`src/rtl/axi_mux_pkg.sv`:
```
// Shared types and constants for the 2:1 AXI master mux.
// arb_pick is the common AR/AW grant rule: hold a locked grant, else prefer `pref` on contention.
package axi_mux_pkg;

  typedef logic mux_sel_t;

  localparam mux_sel_t SEL_M0 = 1'b0;
  localparam mux_sel_t SEL_M1 = 1'b1;

  localparam logic [1:0] RESP_OKAY   = 2'b00;
  localparam logic [1:0] RESP_SLVERR = 2'b10;

  function automatic mux_sel_t arb_pick(input logic     locked,
                                        input mux_sel_t lock_sel,
                                        input logic     v0,
                                        input logic     v1,
                                        input mux_sel_t pref);
    if (locked)   return lock_sel;
    if (v0 && v1) return pref;
    return v1 ? SEL_M1 : SEL_M0;
  endfunction

endpackage

```
`src/rtl/axi_mux_wsel_fifo.sv`:
```
// W-route FIFO: records the master index of each accepted AW so W beats follow AW order.
// Push and pop on an empty FIFO in one cycle is legal (AW/W bypass) and leaves it empty.
module axi_mux_wsel_fifo
  import axi_mux_pkg::*;
#(
  parameter int DEPTH = 4
) (
  input  logic     clk,
  input  logic     reset_l,
  input  logic     push,
  input  mux_sel_t push_sel,
  input  logic     pop,
  output logic     full,
  output logic     empty,
  output mux_sel_t head
);

  localparam int PW = $clog2(DEPTH);
  localparam int CW = PW + 1;

  mux_sel_t        mem [DEPTH];
  logic [PW-1:0]   wr_ptr;
  logic [PW-1:0]   rd_ptr;
  logic [CW-1:0]   count;
  logic            do_push;
  logic            do_pop;

  assign full    = (count == CW'(DEPTH));
  assign empty   = (count == '0);
  assign head    = mem[rd_ptr];
  assign do_push = push & ~full;
  assign do_pop  = pop & (~empty | do_push);

  // NOTE: storage is not reset; count and pointers decide which entries are meaningful.
  always_ff @(posedge clk) begin
    if (do_push) mem[wr_ptr] <= push_sel;
  end

  always_ff @(posedge clk or negedge reset_l) begin
    if (!reset_l) begin
      wr_ptr <= '0;
      rd_ptr <= '0;
      count  <= '0;
    end else begin
      if (do_push) wr_ptr <= wr_ptr + PW'(1);
      if (do_pop)  rd_ptr <= rd_ptr + PW'(1);
      case ({do_push, do_pop})
        2'b10:   count <= count + CW'(1);
        2'b01:   count <= count - CW'(1);
        default: count <= count;
      endcase
    end
  end

endmodule

```
`src/rtl/axi_2to1_master_mux.sv`:
```
// Merges m0 (IFU) and m1 (LSU) onto one AXI slave port; slave ID MSB tags the source master.
// Define AXI_MUX_FIXED_PRIO_EN to make m1 win every simultaneous AR/AW request.
module axi_2to1_master_mux
  import axi_mux_pkg::*;
#(
  parameter int M_ID_WIDTH = 8,
  parameter int WSEL_DEPTH = 4
) (
  input  logic                  clk,
  input  logic                  reset_l,
  // m0
  input  logic                  m0_arvalid,
  output logic                  m0_arready,
  input  logic [M_ID_WIDTH-1:0] m0_arid,
  input  logic [31:0]           m0_araddr,
  output logic                  m0_rvalid,
  input  logic                  m0_rready,
  output logic [63:0]           m0_rdata,
  output logic [M_ID_WIDTH-1:0] m0_rid,
  output logic [1:0]            m0_rresp,
  output logic                  m0_rlast,
  input  logic                  m0_awvalid,
  output logic                  m0_awready,
  input  logic [M_ID_WIDTH-1:0] m0_awid,
  input  logic [31:0]           m0_awaddr,
  input  logic                  m0_wvalid,
  output logic                  m0_wready,
  input  logic [63:0]           m0_wdata,
  input  logic [7:0]            m0_wstrb,
  output logic                  m0_bvalid,
  input  logic                  m0_bready,
  output logic [M_ID_WIDTH-1:0] m0_bid,
  output logic [1:0]            m0_bresp,
  // m1
  input  logic                  m1_arvalid,
  output logic                  m1_arready,
  input  logic [M_ID_WIDTH-1:0] m1_arid,
  input  logic [31:0]           m1_araddr,
  output logic                  m1_rvalid,
  input  logic                  m1_rready,
  output logic [63:0]           m1_rdata,
  output logic [M_ID_WIDTH-1:0] m1_rid,
  output logic [1:0]            m1_rresp,
  output logic                  m1_rlast,
  input  logic                  m1_awvalid,
  output logic                  m1_awready,
  input  logic [M_ID_WIDTH-1:0] m1_awid,
  input  logic [31:0]           m1_awaddr,
  input  logic                  m1_wvalid,
  output logic                  m1_wready,
  input  logic [63:0]           m1_wdata,
  input  logic [7:0]            m1_wstrb,
  output logic                  m1_bvalid,
  input  logic                  m1_bready,
  output logic [M_ID_WIDTH-1:0] m1_bid,
  output logic [1:0]            m1_bresp,
  // slave
  output logic                  s_arvalid,
  input  logic                  s_arready,
  output logic [M_ID_WIDTH:0]   s_arid,
  output logic [31:0]           s_araddr,
  input  logic                  s_rvalid,
  output logic                  s_rready,
  input  logic [63:0]           s_rdata,
  input  logic [M_ID_WIDTH:0]   s_rid,
  input  logic [1:0]            s_rresp,
  input  logic                  s_rlast,
  output logic                  s_awvalid,
  input  logic                  s_awready,
  output logic [M_ID_WIDTH:0]   s_awid,
  output logic [31:0]           s_awaddr,
  output logic                  s_wvalid,
  input  logic                  s_wready,
  output logic [63:0]           s_wdata,
  output logic [7:0]            s_wstrb,
  input  logic                  s_bvalid,
  output logic                  s_bready,
  input  logic [M_ID_WIDTH:0]   s_bid,
  input  logic [1:0]            s_bresp
);

  // Handshake outputs are held low until the first clock after reset release.
  logic     active;
  logic     ar_lock, aw_lock;
  mux_sel_t ar_lock_sel, aw_lock_sel;
  mux_sel_t ar_pref, aw_pref;
  mux_sel_t ar_grant, aw_grant;
  logic     ar_gvalid, aw_gvalid, ar_hs, aw_hs;
  logic     wsel_full, wsel_empty, w_route_ok, w_pop;
  mux_sel_t wsel_head, w_route;
  mux_sel_t r_sel, b_sel;

  // ---------------- AR ----------------
  assign ar_grant   = arb_pick(ar_lock, ar_lock_sel, m0_arvalid, m1_arvalid, ar_pref);
  assign ar_gvalid  = active & ((ar_grant == SEL_M1) ? m1_arvalid : m0_arvalid);
  assign ar_hs      = ar_gvalid & s_arready;
  assign s_arvalid  = ar_gvalid;
  assign s_arid     = {ar_grant, (ar_grant == SEL_M1) ? m1_arid : m0_arid};
  assign s_araddr   = (ar_grant == SEL_M1) ? m1_araddr : m0_araddr;
  assign m0_arready = active & s_arready & (ar_grant == SEL_M0);
  assign m1_arready = active & s_arready & (ar_grant == SEL_M1);

  // ---------------- AW (blocked while the W-route FIFO is full) ----------------
  assign aw_grant   = arb_pick(aw_lock, aw_lock_sel, m0_awvalid, m1_awvalid, aw_pref);
  assign aw_gvalid  = active & ~wsel_full & ((aw_grant == SEL_M1) ? m1_awvalid : m0_awvalid);
  assign aw_hs      = aw_gvalid & s_awready;
  assign s_awvalid  = aw_gvalid;
  assign s_awid     = {aw_grant, (aw_grant == SEL_M1) ? m1_awid : m0_awid};
  assign s_awaddr   = (aw_grant == SEL_M1) ? m1_awaddr : m0_awaddr;
  assign m0_awready = active & ~wsel_full & s_awready & (aw_grant == SEL_M0);
  assign m1_awready = active & ~wsel_full & s_awready & (aw_grant == SEL_M1);

  // ---------------- W: FIFO head, or the AW grant when bypassing an empty FIFO ----------------
  assign w_route_ok = active & (~wsel_empty | aw_hs);
  assign w_route    = wsel_empty ? aw_grant : wsel_head;
  assign s_wvalid   = w_route_ok & ((w_route == SEL_M1) ? m1_wvalid : m0_wvalid);
  assign s_wdata    = (w_route == SEL_M1) ? m1_wdata : m0_wdata;
  assign s_wstrb    = (w_route == SEL_M1) ? m1_wstrb : m0_wstrb;
  assign m0_wready  = w_route_ok & s_wready & (w_route == SEL_M0);
  assign m1_wready  = w_route_ok & s_wready & (w_route == SEL_M1);
  assign w_pop      = s_wvalid & s_wready;

  axi_mux_wsel_fifo #(.DEPTH(WSEL_DEPTH)) u_wsel_fifo (
    .clk      (clk),
    .reset_l  (reset_l),
    .push     (aw_hs),
    .push_sel (aw_grant),
    .pop      (w_pop),
    .full     (wsel_full),
    .empty    (wsel_empty),
    .head     (wsel_head)
  );

  // ---------------- R / B routed by tag MSB ----------------
  assign r_sel     = s_rid[M_ID_WIDTH];
  assign m0_rvalid = active & s_rvalid & (r_sel == SEL_M0);
  assign m1_rvalid = active & s_rvalid & (r_sel == SEL_M1);
  assign s_rready  = active & ((r_sel == SEL_M1) ? m1_rready : m0_rready);
  assign m0_rdata  = s_rdata;
  assign m1_rdata  = s_rdata;
  assign m0_rid    = s_rid[M_ID_WIDTH-1:0];
  assign m1_rid    = s_rid[M_ID_WIDTH-1:0];
  assign m0_rresp  = s_rresp;
  assign m1_rresp  = s_rresp;
  assign m0_rlast  = s_rlast;
  assign m1_rlast  = s_rlast;

  assign b_sel     = s_bid[M_ID_WIDTH];
  assign m0_bvalid = active & s_bvalid & (b_sel == SEL_M0);
  assign m1_bvalid = active & s_bvalid & (b_sel == SEL_M1);
  assign s_bready  = active & ((b_sel == SEL_M1) ? m1_bready : m0_bready);
  assign m0_bid    = s_bid[M_ID_WIDTH-1:0];
  assign m1_bid    = s_bid[M_ID_WIDTH-1:0];
  assign m0_bresp  = s_bresp;
  assign m1_bresp  = s_bresp;

  // NOTE: sequential state uses non-blocking assignments; the grant paths above are purely combinational.
  always_ff @(posedge clk or negedge reset_l) begin
    if (!reset_l) begin
      active      <= 1'b0;
      ar_lock     <= 1'b0;
      ar_lock_sel <= SEL_M0;
      aw_lock     <= 1'b0;
      aw_lock_sel <= SEL_M0;
    end else begin
      active      <= 1'b1;
      // Keep the grant while an address is presented but not yet accepted.
      ar_lock     <= ar_gvalid & ~s_arready;
      ar_lock_sel <= ar_grant;
      aw_lock     <= aw_gvalid & ~s_awready;
      aw_lock_sel <= aw_grant;
    end
  end

`ifdef AXI_MUX_FIXED_PRIO_EN
  assign ar_pref = SEL_M1;
  assign aw_pref = SEL_M1;
`else
  always_ff @(posedge clk or negedge reset_l) begin
    if (!reset_l) begin
      ar_pref <= SEL_M0;
      aw_pref <= SEL_M0;
    end else begin
      if (ar_hs) ar_pref <= ~ar_grant;
      if (aw_hs) aw_pref <= ~aw_grant;
    end
  end
`endif

endmodule

```
`config.mk`:
```
export PLATFORM = sky130hd
export DESIGN_NAME = axi_2to1_master_mux
export DESIGN_NICKNAME = d
export VERILOG_FILES = /design/src/rtl/axi_mux_pkg.sv /design/src/rtl/axi_mux_wsel_fifo.sv /design/src/rtl/axi_2to1_master_mux.sv
export SDC_FILE = /design/constraint.sdc
export NUM_CORES = 1
export LEC_CHECK = 0
export CAP_MARGIN = 5
export CORE_AREA = 2 2 290 292
export CTS_BUF_LIST = sky130_fd_sc_hd__clkbuf_16
export CTS_CLUSTER_DIAMETER = 80
export DETAILED_ROUTE_END_ITERATION = 10
export DIE_AREA = 0 0 292 294
export SYNTH_ARGS = -nofsm -noshare
export SYNTH_HDL_FRONTEND = slang
export SYNTH_HIERARCHICAL = 1
export SYNTH_SLANG_ARGS = --single-unit
```
`constraint.sdc`:
```
create_clock -name clk -period 6.6 [get_ports clk]
set_input_delay 1.32 -clock clk [delete_from_list [all_inputs] [get_ports clk]]
set_output_delay 1.32 -clock clk [all_outputs]
set_load 0.03 [all_outputs]
```
==> out/qor.csv, run 1 <==
stage;metric;value;unit
outcome;status;complete, no violations;
placed_design;place.detailed.hpwl;39100;um
setup_path;critical_path.n_buffers_inverters;3;
final_layout;syn_to_final_growth;110;%
setup_path;reg2reg_slack;3570;ps
sta;rsz0062_at_grt;false;
clock_tree;clockBufferDepth;2;
setup_path;required;5280;ps
floorplan;die-width;292;um
logic_synthesis;synth_compound_area_frac;0.0236;
logic_synthesis;ys_seq_area_frac;0.104;
logic_synthesis;synth_top_family_by_area;multiplexers;
global_routing;grt_overflow_total;0;
logic_synthesis;synth_edf_count;4;
final_layout;nNetsFinal;1180;
sta;min_period_over_period;0.835;
pwr;irDropWorstVdd;184;uV
setup_path;cp_slowest_cell;clkdlybuf4s50_1;
floorplan;die-height;294;um
detailed_routing;wl_per_cell;23.2;um
clock_tree;cts_made_buffers;3;
logic_synthesis;post_synth_num_cell_types;46;
logic_synthesis;synth-simple-area-share;0.0592;
global_routing;grtUsageTotal;0.0944;
detailed_routing;via_count;4721;
sta;hold_viol_final;0;
logic_synthesis;yosysWarnings;6;
clock_tree;hold_buffers;0;
worst_hold_path;min-delay-start;aw_pref;
clock_tree;clk_latency;250;ps
sta;timing.fmax;181;MHz
placed_design;port_buffers;491;
detailed_routing;finalWirelength;42900;um
setup_path;arrival;4190;ps
pwr;p_per_area;290;nW/um^2
logic_synthesis;netlist_instances;453;
logic_synthesis;synth-main-ff-cell;dfrtp_1;
setup_path;crit_family;buffers and inverters;
clock_tree;cts.sinks;18;
detailed_routing;via_per_inst;2.55;
worst_hold_path;whs_endpoint;aw_pref;
pwr;p_leak;3.31;nW
pwr;power.total;2.75;mW
logic_synthesis;syn_avg_cell_area;9.94;um^2
detailed_routing;drt-pass1-iter-count;4;
worst_hold_path;holdPathStages;1;
final_layout;stdcell_count;1851;
detailed_routing;drtIter0Drc;93;
sta;finalCriticalPeriod;5510;ps
floorplan;start_util;0.0543;
setup_path;start_kind;primary input;
clock_tree;cts-root-buf;clkbuf_16;
setup_path;reg2reg_from;u_wsel_fifo/rd_ptr[0];
logic_synthesis;syn_nets;867;
logic_synthesis;muxShareOfSynthArea;0.444;
placed_design;placedInstanceArea;9380;um^2
sta;slew_viol_final;0;
job;maxCapViolations;0;
setup_path;path_max_fanout;45;
floorplan;die_area;85800;um^2
setup_path;reg2reg_depth;11;
setup_path;path_cells;clkdlybuf4s50_1, nor2b_2, a22o_4, mux2i_4, buf_12, mux2_1, clkdlybuf4s50_1;
logic_synthesis;synthesis.area;4500;um^2
global_routing;grt_pass1_vias;5237;
clock_tree;h-tree-depth;1;
clock_tree;post-cts-setup-buffers;0;
floorplan;io_pins;747;
logic_synthesis;async_flop_share;0.778;
sta;setup-tns-final;0;ps
floorplan;row_count;106;
sta;tightest_slew;730;ps
setup_path;reg2reg_to;u_wsel_fifo/count[2];
global_routing;antenna_found_initial;19;
final_layout;postLayoutCellArea;9470;um^2
setup_path;crit_path_end_kind;output port;
detailed_routing;ant_nets;0;
placed_design;gp_congestion;0.803;
sta;fin_skew;1.59;ps
clock_tree;cts_tree;yes;
logic_synthesis;yosys.area_share.adder;0.0183;
logic_synthesis;synth-seq-cells;18;
setup_path;cpPeakStageDelay;660;ps
clock_tree;cts_resized;0;
detailed_routing;drc;0;
final_layout;final_core_utilization;0.114;
clock_tree;path_clk_slew;50;ps
floorplan;coreArea;82900;um^2
sta;setup_viol;0;
worst_hold_path;min_path_type;reg -> reg;
placed_design;place_inst;1841;
global_routing;grt_pass1_wl;52800;um
setup_path;critical_path_class;in -> out;
setup_path;cp_common_cell;clkdlybuf4s50_1;
logic_synthesis;synth_xor_area_frac;0.0117;
sta;max_slew_margin;0.512;
final_layout;layout-drive-gt1-share;0.222;
global_routing;grt_max_degree;46;
-- logic make-up after synthesis --
group	Yosys count
buffers and inverters	200
other	1
XOR/XNOR	6
AND/OR/NAND/NOR	48
flip-flops	18
AO/OA/AOI/OAI	15
adder cells (fa/ha/maj)	6
multiplexers	159
-- routing by layer --
metal	GRT usage	wire, um	vias up
met4	0.00981	465	4
met5	0.00284	27	-
met1	0.109	17100	2069
li1	-	-	2006
met2	0.146	18100	624
met3	0.0661	7240	18
-- registers in the layout, indices dropped and copies added, names as in the netlist --
signal and count:
u_wsel_fifo/mem 4, ar_lock_sel 1, u_wsel_fifo/count 3, aw_pref 1, aw_lock_sel 1, active 1, ar_pref 1, u_wsel_fifo/wr_ptr 2
aw_lock 1, u_wsel_fifo/rd_ptr 2, ar_lock 1
-- final cells by class --
class,count,area (um^2)
fill,9514,73400
timing repair buffer,498,4980
multi-input combinational,235,2540
tap,1080,1350
sequential,18,470
clock buffer,3,75.1
inverter,10,37.5
antenna,6,15.0
clock inverter,1,3.75
-- cell usage after synthesis, types with 2 or more instances --
master / instances / area (um^2)
buf_4: 173 / 1300
mux2_2: 94 / 1060
mux2_4: 51 / 766
dfrtp_1: 14 / 350
nor2_1: 11 / 41.3
inv_1: 10 / 37.5
buf_2: 8 / 40.0
mux2_1: 8 / 90.1
nand2_1: 7 / 26.3
nor2b_1: 7 / 43.8
and2_1: 5 / 31.3
buf_12: 5 / 100
ha_1: 5 / 62.6
edfxtp_1: 4 / 120
mux2i_1: 4 / 40.0
nor3_1: 4 / 20.0
o21ai_0: 3 / 15.0
xnor2_1: 3 / 26.3
xor2_1: 3 / 26.3
a21oi_1: 2 / 10.0
and3_1: 2 / 12.5
buf_8: 2 / 30.0
nand2b_1: 2 / 12.5
nand3b_1: 2 / 15.0
nor2b_2: 2 / 17.5
o31ai_1: 2 / 15.0
-- layout by cell type (no fill, tap or decap), drive strengths merged, types with 3 or more instances in the layout --
cell	synthesis	final
buf	189	13
clkbuf	1	3
xnor2	3	3
mux2	153	153
inv	10	10
nor2b	9	9
ha	5	5
dfrtp	14	14
diode	0	6
nor2	11	11
o21ai	4	4
clkdlybuf4s50	0	485
edfxtp	4	4
mux2i	5	5
xor2	3	3
nor3	4	4
and2	5	5
nand2	7	7
-- worst max path at each step --
stage	from	endpoint	slack, ps	cells after the start
3_3_place_gp	m0_awvalid	m0_wready	1040	6
4_1_cts	m1_awvalid	s_wdata[10]	1080	7
3_5_place_dp	m1_awvalid	s_wdata[10]	1090	7
5_1_grt	m1_awvalid	s_wstrb[6]	1030	7
2_1_floorplan	m1_awvalid	m0_wready	2560	7
6_report	m1_awvalid	s_wstrb[6]	1090	7
-- worst reg2reg max path, delay by kind of cell, from the launching register on --
family / cells / cell delay (ps)
AOI/OAI and AO/OA: 2 / 600
xor gates and xnor gates: 2 / 300
and+or+nand+nor: 3 / 380
muxes: 1 / 650
buffers and inverters: 1 / 60
DFF: 1 / 400
adders and majority gates: 2 / 570
-- stage by stage --
stage                     worst slack, ps  hold slack (ps)
final                                1090              475
after global routing                 1030              521
after CTS                            1080              476
after detailed placement             1090              462
after global placement               1040              480
after floorplan                      2560              440
-- power by group --
group / total (mW) / switching (mW) / leakage, nW / internal [mW]
combinational: 2.44 / 1.33 / 3.06 / 1.10
sequential: 0.190 / 0.0389 / 0.207 / 0.151
clock: 0.121 / 0.0409 / 0.0386 / 0.0805
No activity file was read; power rests on OpenSTA's default activity.
==> inputs of run 2 (changes only) <==
--- a/config.mk
+++ b/config.mk
@@ -6,11 +6,11 @@
 export NUM_CORES = 1
 export LEC_CHECK = 0
 export CAP_MARGIN = 5
-export CORE_AREA = 2 2 290 292
+export CORE_AREA = 2 2 294 296
 export CTS_BUF_LIST = sky130_fd_sc_hd__clkbuf_16
 export CTS_CLUSTER_DIAMETER = 80
 export DETAILED_ROUTE_END_ITERATION = 10
-export DIE_AREA = 0 0 292 294
+export DIE_AREA = 0 0 296 298
 export SYNTH_ARGS = -nofsm -noshare
 export SYNTH_HDL_FRONTEND = slang
 export SYNTH_HIERARCHICAL = 1
==> constraint.sdc (replaced) <==
create_clock -name clk -period 5.5 [get_ports clk]
set_input_delay 1.1 -clock clk [delete_from_list [all_inputs] [get_ports clk]]
set_output_delay 1.1 -clock clk [all_outputs]
set_load 0.03 [all_outputs]
==> run 2 against run 1 <==
  * Sequential power increased by 19%
  * Power grew 23%
  * Clock-buffer cell count is the same
  * Register-to-register slack lost 1400 ps
  * Critical path depth unchanged
  * Sequential share of layout area fell by 0.090 points
  * Combinational power rose by 23%
  * Design area is 1.8% higher
  * Critical endpoint is now s_wdata[3]
  * Cell count up 3.7%
  * Via count grew 0.97%
  * Routed wire length rose by 1.9%
  * Largest power group unchanged
  * Global-route usage shrank 0.17 points
==> out/qor.csv, run 2 (synthesized netlist as in run 1, its figures left out) <==
stage;metric;value;unit
final_layout;syn_to_final_growth;114;%
detailed_routing;drc;0;
detailed_routing;ant_nets;0;
placed_design;placedInstanceArea;9540;um^2
setup_path;crit_path_end_kind;output port;
setup_path;critical_path_class;in -> out;
clock_tree;cts_resized;0;
setup_path;path_max_fanout;22;
clock_tree;clockBufferDepth;2;
clock_tree;h-tree-depth;1;
clock_tree;clk_latency;250;ps
setup_path;arrival;3790;ps
final_layout;final_common_cell;clkdlybuf4s50_1;
global_routing;grt_pass1_vias;5322;
sta;rsz0062_at_grt;false;
detailed_routing;via_count;4767;
detailed_routing;wl_per_cell;22.8;um
detailed_routing;via_per_inst;2.48;
sta;setup-tns-final;0;ps
floorplan;coreArea;84900;um^2
clock_tree;cts.sinks;18;
final_layout;largest_reg_flops;4;
global_routing;grt_max_degree;49;
clock_tree;cts_tree;yes;
floorplan;io_pins;747;
floorplan;die-width;296;um
detailed_routing;finalWirelength;43700;um
floorplan;die_area;88200;um^2
global_routing;grtUsageTotal;0.0927;
final_layout;layout-drive-gt1-share;0.277;
final_layout;final_cell_mix;442 x clkdlybuf4s50_1, 94 x mux2_2, 51 x mux2_4, 38 x buf_4, 18 x buf_12;
placed_design;port_buffers;491;
final_layout;top_regs;u_wsel_fifo/mem (4), u_wsel_fifo/count (3);
job;maxCapViolations;0;
floorplan;die-height;298;um
clock_tree;path_clk_slew;50;ps
final_layout;regMostFlops;u_wsel_fifo/mem;
global_routing;grt_overflow_total;0;
pwr;p_per_area;350;nW/um^2
sta;slew_viol_final;0;
sta;max_slew_margin;0.490;
sta;hold_viol_final;0;
pwr;p_leak;3.42;nW
clock_tree;cts-root-buf;clkbuf_16;
detailed_routing;drt-pass1-iter-count;4;
floorplan;start_util;0.0531;
clock_tree;cts_made_buffers;3;
global_routing;antenna_found_initial;18;
setup_path;required;4400;ps
sta;timing.fmax;204;MHz
sta;tightest_slew;763;ps
final_layout;postLayoutCellArea;9640;um^2
sta;worst_hold_slack;469;ps
pwr;irDropWorstVdd;151;uV
sta;setup_ws;607;ps
clock_tree;post-cts-setup-buffers;0;
sta;min_period_over_period;0.890;
sta;setup_viol;0;
setup_path;start_kind;primary input;
placed_design;place.detailed.hpwl;39700;um
global_routing;grt_pass1_wl;52800;um
sta;finalCriticalPeriod;4890;ps
floorplan;row_count;107;
outcome;status;complete, no violations;
final_layout;fillers;9814;
clock_tree;hold_buffers;0;
placed_design;gp_congestion;0.804;
sta;fin_skew;7.16;ps
final_layout;nNetsFinal;1180;
detailed_routing;drtIter0Drc;164;
placed_design;post-place-ws;555;ps
worst_hold_path;min_path_type;reg -> reg;
-- run 2: cell count changes in the layout (fill, tap and decap cells not counted), moves of 4 or more --
| cell | delta |
|---|---|
| clkdlybuf4s50_1 | -43 |
| buf_4 | +28 |
| buf_12 | +16 |
| diode_2 | +4 |
-- run 2: where the power goes --
part | switching, mW | total [mW] | leakage (nW) | internal (mW)
sequential | 0.0464 | 0.227 | 0.207 | 0.181
combinational | 1.61 | 3.00 | 3.17 | 1.39
clock | 0.0560 | 0.153 | 0.0386 | 0.0969
total | 1.71 | 3.38 | 3.42 | 1.67
-- run 2: layout make-up --
cell class                 count  area, um^2  area share
antenna                       10        25.0     0.00259
clock buffer                   3        75.1     0.00778
clock inverter                 1        3.75    0.000389
inverter                      10        37.5     0.00389
multi-input combinational    235        2530       0.262
sequential                    18         470      0.0488
tap                         1144        1430       0.148
timing repair buffer         498        5070       0.526
-- run 2: routing by layer --
metal,GRT usage,share of wire,vias up
met5,0,0.0022,-
met4,0.00830,0.0098,14
met3,0.0613,0.17,39
met2,0.151,0.44,566
met1,0.104,0.38,2138
li1,-,-,2010
-- run 2: critical path, stage by stage --
cell and delay [ps]:
clkdlybuf4s50_1 520, nor2b_2 220, a22o_4 250, mux2i_4 220
buf_4 420, mux2_2 390, clkdlybuf4s50_1 590
-- run 2: metrics by stage --
step | total power [mW] | utilization | cells
5_1_grt | 3.58 | 0.113 | 1911
3_5_place_dp | 3.32 | 0.112 | 1905
6_report | 3.38 | 0.114 | 1919
3_3_place_gp | 3.34 | 0.112 | 1905
2_1_floorplan | 2.18 | - | 453
4_1_cts | 3.50 | 0.113 | 1909
-- run 2: worst paths after layout --
kind	startpoint	end	slack, ps	depth (start not counted)
max	m1_awvalid	s_wdata[3]	610	7
min	aw_pref	aw_pref	470	1
max reg2reg	active	u_wsel_fifo/count[2]	2120	12
min reg2reg	aw_pref	aw_pref	470	1
max in group asynchronous	reset_l	u_wsel_fifo/count[1]	3720	1
min in group asynchronous	reset_l	ar_lock	1290	1
==> inputs of run 3 (changes only) <==
--- a/config.mk
+++ b/config.mk
@@ -11,6 +11,7 @@
 export CTS_CLUSTER_DIAMETER = 80
 export DETAILED_ROUTE_END_ITERATION = 10
 export DIE_AREA = 0 0 296 298
+export REMOVE_ABC_BUFFERS = 1
 export SYNTH_ARGS = -nofsm -noshare
 export SYNTH_HDL_FRONTEND = slang
 export SYNTH_HIERARCHICAL = 1
==> run 3 against run 2 <==
  * Global-route usage is 2.7 points higher
  * Hold slack better by 11 ps
  * Sequential cell count stayed put
==> out/qor.csv, run 3 (synthesized netlist as in run 1, its figures left out) <==
stage;metric;value;unit
final_layout;syn_to_final_growth;112;%
final_layout;layout-drive-gt1-share;0.270;
clock_tree;cts_made_buffers;3;
pwr;p_per_area;356;nW/um^2
clock_tree;cts.sinks;18;
pwr;clkPwrFrac;0.042;
setup_path;path_max_fanout;31;
setup_path;start_kind;primary input;
detailed_routing;drtIter0Drc;226;
global_routing;grt_pass1_vias;5307;
final_layout;final_cell_mix;448 x clkdlybuf4s50_1, 94 x mux2_2, 51 x mux2_4, 40 x buf_4, 14 x dfrtp_1;
final_layout;nNetsFinal;1181;
setup_path;reg2reg_depth;12;
clock_tree;hold_buffers;0;
detailed_routing;via_per_inst;2.64;
setup_path;critical_path.n_buffers_inverters;4;
floorplan;row_count;107;
final_layout;top_regs;u_wsel_fifo/mem (4), u_wsel_fifo/count (3);
pwr;combPwrFrac;0.891;
sta;slew_viol_final;0;
clock_tree;cts-root-buf;clkbuf_16;
pwr;power.switching;1.77;mW
clock_tree;cts_tree;yes;
global_routing;grt_overflow_total;0;
detailed_routing;ant_nets;0;
pwr;pwr-share-seq;0.067;
global_routing;antenna_found_initial;4;
sta;fin_skew;1.16;ps
clock_tree;clockBufferDepth;2;
pwr;p_sw_frac;0.520;
detailed_routing;drc;0;
worst_hold_path;holdPathStages;1;
placed_design;gp_congestion;0.731;
floorplan;die-height;298;um
pwr;internal_power;1.63;mW
setup_path;cpPeakStageDelay;590;ps
worst_hold_path;min-delay-start;u_wsel_fifo/rd_ptr[1];
sta;finalCriticalPeriod;4780;ps
global_routing;grt_pass1_wl;65300;um
global_routing;grtUsageTotal;0.120;
clock_tree;path_clk_slew;50;ps
detailed_routing;finalWirelength;56000;um
sta;hold_viol_final;0;
setup_path;critical_path_class;in -> out;
setup_path;arrival;3680;ps
detailed_routing;wl_per_cell;29.3;um
floorplan;coreArea;84900;um^2
detailed_routing;drt-pass1-iter-count;6;
sta;max_slew_margin;0.400;
final_layout;regMostFlops;u_wsel_fifo/mem;
setup_path;reg2reg_to;u_wsel_fifo/count[2];
final_layout;largest_reg_flops;4;
worst_hold_path;min_path_type;reg -> reg;
sta;tightest_slew;894;ps
floorplan;die-width;296;um
job;maxCapViolations;0;
sta;worst_hold_slack;479;ps
floorplan;io_pins;747;
setup_path;crit_path_end_kind;output port;
worst_hold_path;whs_endpoint;u_wsel_fifo/rd_ptr[1];
final_layout;final_core_utilization;0.113;
final_layout;fillers;9860;
setup_path;reg2reg_slack;2240;ps
placed_design;place.detailed.hpwl;50100;um
setup_path;cp_slowest_cell;clkdlybuf4s50_1;
clock_tree;cts_resized;0;
detailed_routing;via_count;5047;
placed_design;port_buffers;491;
floorplan;start_util;0.0531;
pwr;p_leak;3.38;nW
final_layout;final_common_cell;clkdlybuf4s50_1;
sta;setup_viol;0;
setup_path;required;4400;ps
sta;timing.fmax;209;MHz
pwr;irDropWorstVdd;176;uV
clock_tree;post-cts-setup-buffers;0;
setup_path;crit_family;buffers and inverters;
sta;min_period_over_period;0.868;
setup_path;path_cells;clkdlybuf4s50_1, nor2b_2, a22o_2, mux2i_4, buf_12, buf_12, mux2_2, clkdlybuf4s50_1;
floorplan;die_area;88200;um^2
clock_tree;h-tree-depth;1;
clock_tree;clk_latency;250;ps
setup_path;reg2reg_from;u_wsel_fifo/count[2];
sta;rsz0062_at_grt;false;
global_routing;grt_max_degree;49;
outcome;status;complete, no violations;
[run 3: power by group through the flow]
stage               sequential [mW]  clock, mW  combinational [mW]
floorplan                     0.217          0                1.62
global placement              0.227          0                3.15
detailed placement            0.228          0                3.14
CTS                           0.226      0.148                3.16
global route                  0.232      0.153                3.28
finish                        0.226      0.144                3.03
[run 3: worst reg2reg max path, stage by stage (launching register included)]
cell and delay, ps:
dfrtp_1 410, nor3b_2 190, nand3b_1 250, a211oi_1 400, o21ai_1 400, nor2_1 200, o41a_1 260, ha_1 220
inv_1 60, fa_1 370, xor2_1 150, nor2_1 110, xor2_1 150
[run 3: per-layer routing]
layer  vias up  GRT usage  wire length (um)
met5         -     0.0466               700
met4        16    0.00661               258
met2       657      0.145             18600
met1      2343      0.140             22800
met3        28      0.134             13700
li1       2003          -                 -
[run 3: worst max-delay path by stage]
stage / slack [ps] / end / depth (start not counted) / startpoint
after floorplan: -360 / m0_wready / 4 / m1_awvalid
after global placement: 700 / m0_wready / 6 / m0_awvalid
after detailed placement: 680 / m0_wready / 6 / m0_awvalid
after CTS: 670 / m0_wready / 6 / m0_awvalid
after global routing: 520 / m1_wready / 6 / m0_awvalid
final: 720 / s_wdata[8] / 8 / m1_awvalid
[run 3: area by class of cell]
type	instances	area, um^2	share of cell area
clock buffer	3	75.1	0.00786
clock inverter	1	3.75	0.000393
antenna	1	2.50	0.000262
inverter	10	37.5	0.00393
multi-input combinational	235	2520	0.264
tap	1144	1430	0.150
timing repair buffer	499	5000	0.524
sequential	18	470	0.0493
[run 3: through the flow]
step / TNS (ps) / setup WS [ps] / power, mW / cell area (um^2) / cells
global placement: 0 / 698 / 3.38 / 9470 / 1906
floorplan: -19240 / -355 / 1.84 / 3020 / 263
finish: 0 / 725 / 3.40 / 9550 / 1911
detailed placement: 0 / 677 / 3.37 / 9470 / 1906
CTS: 0 / 670 / 3.53 / 9550 / 1910
global route: 0 / 522 / 3.67 / 9550 / 1911
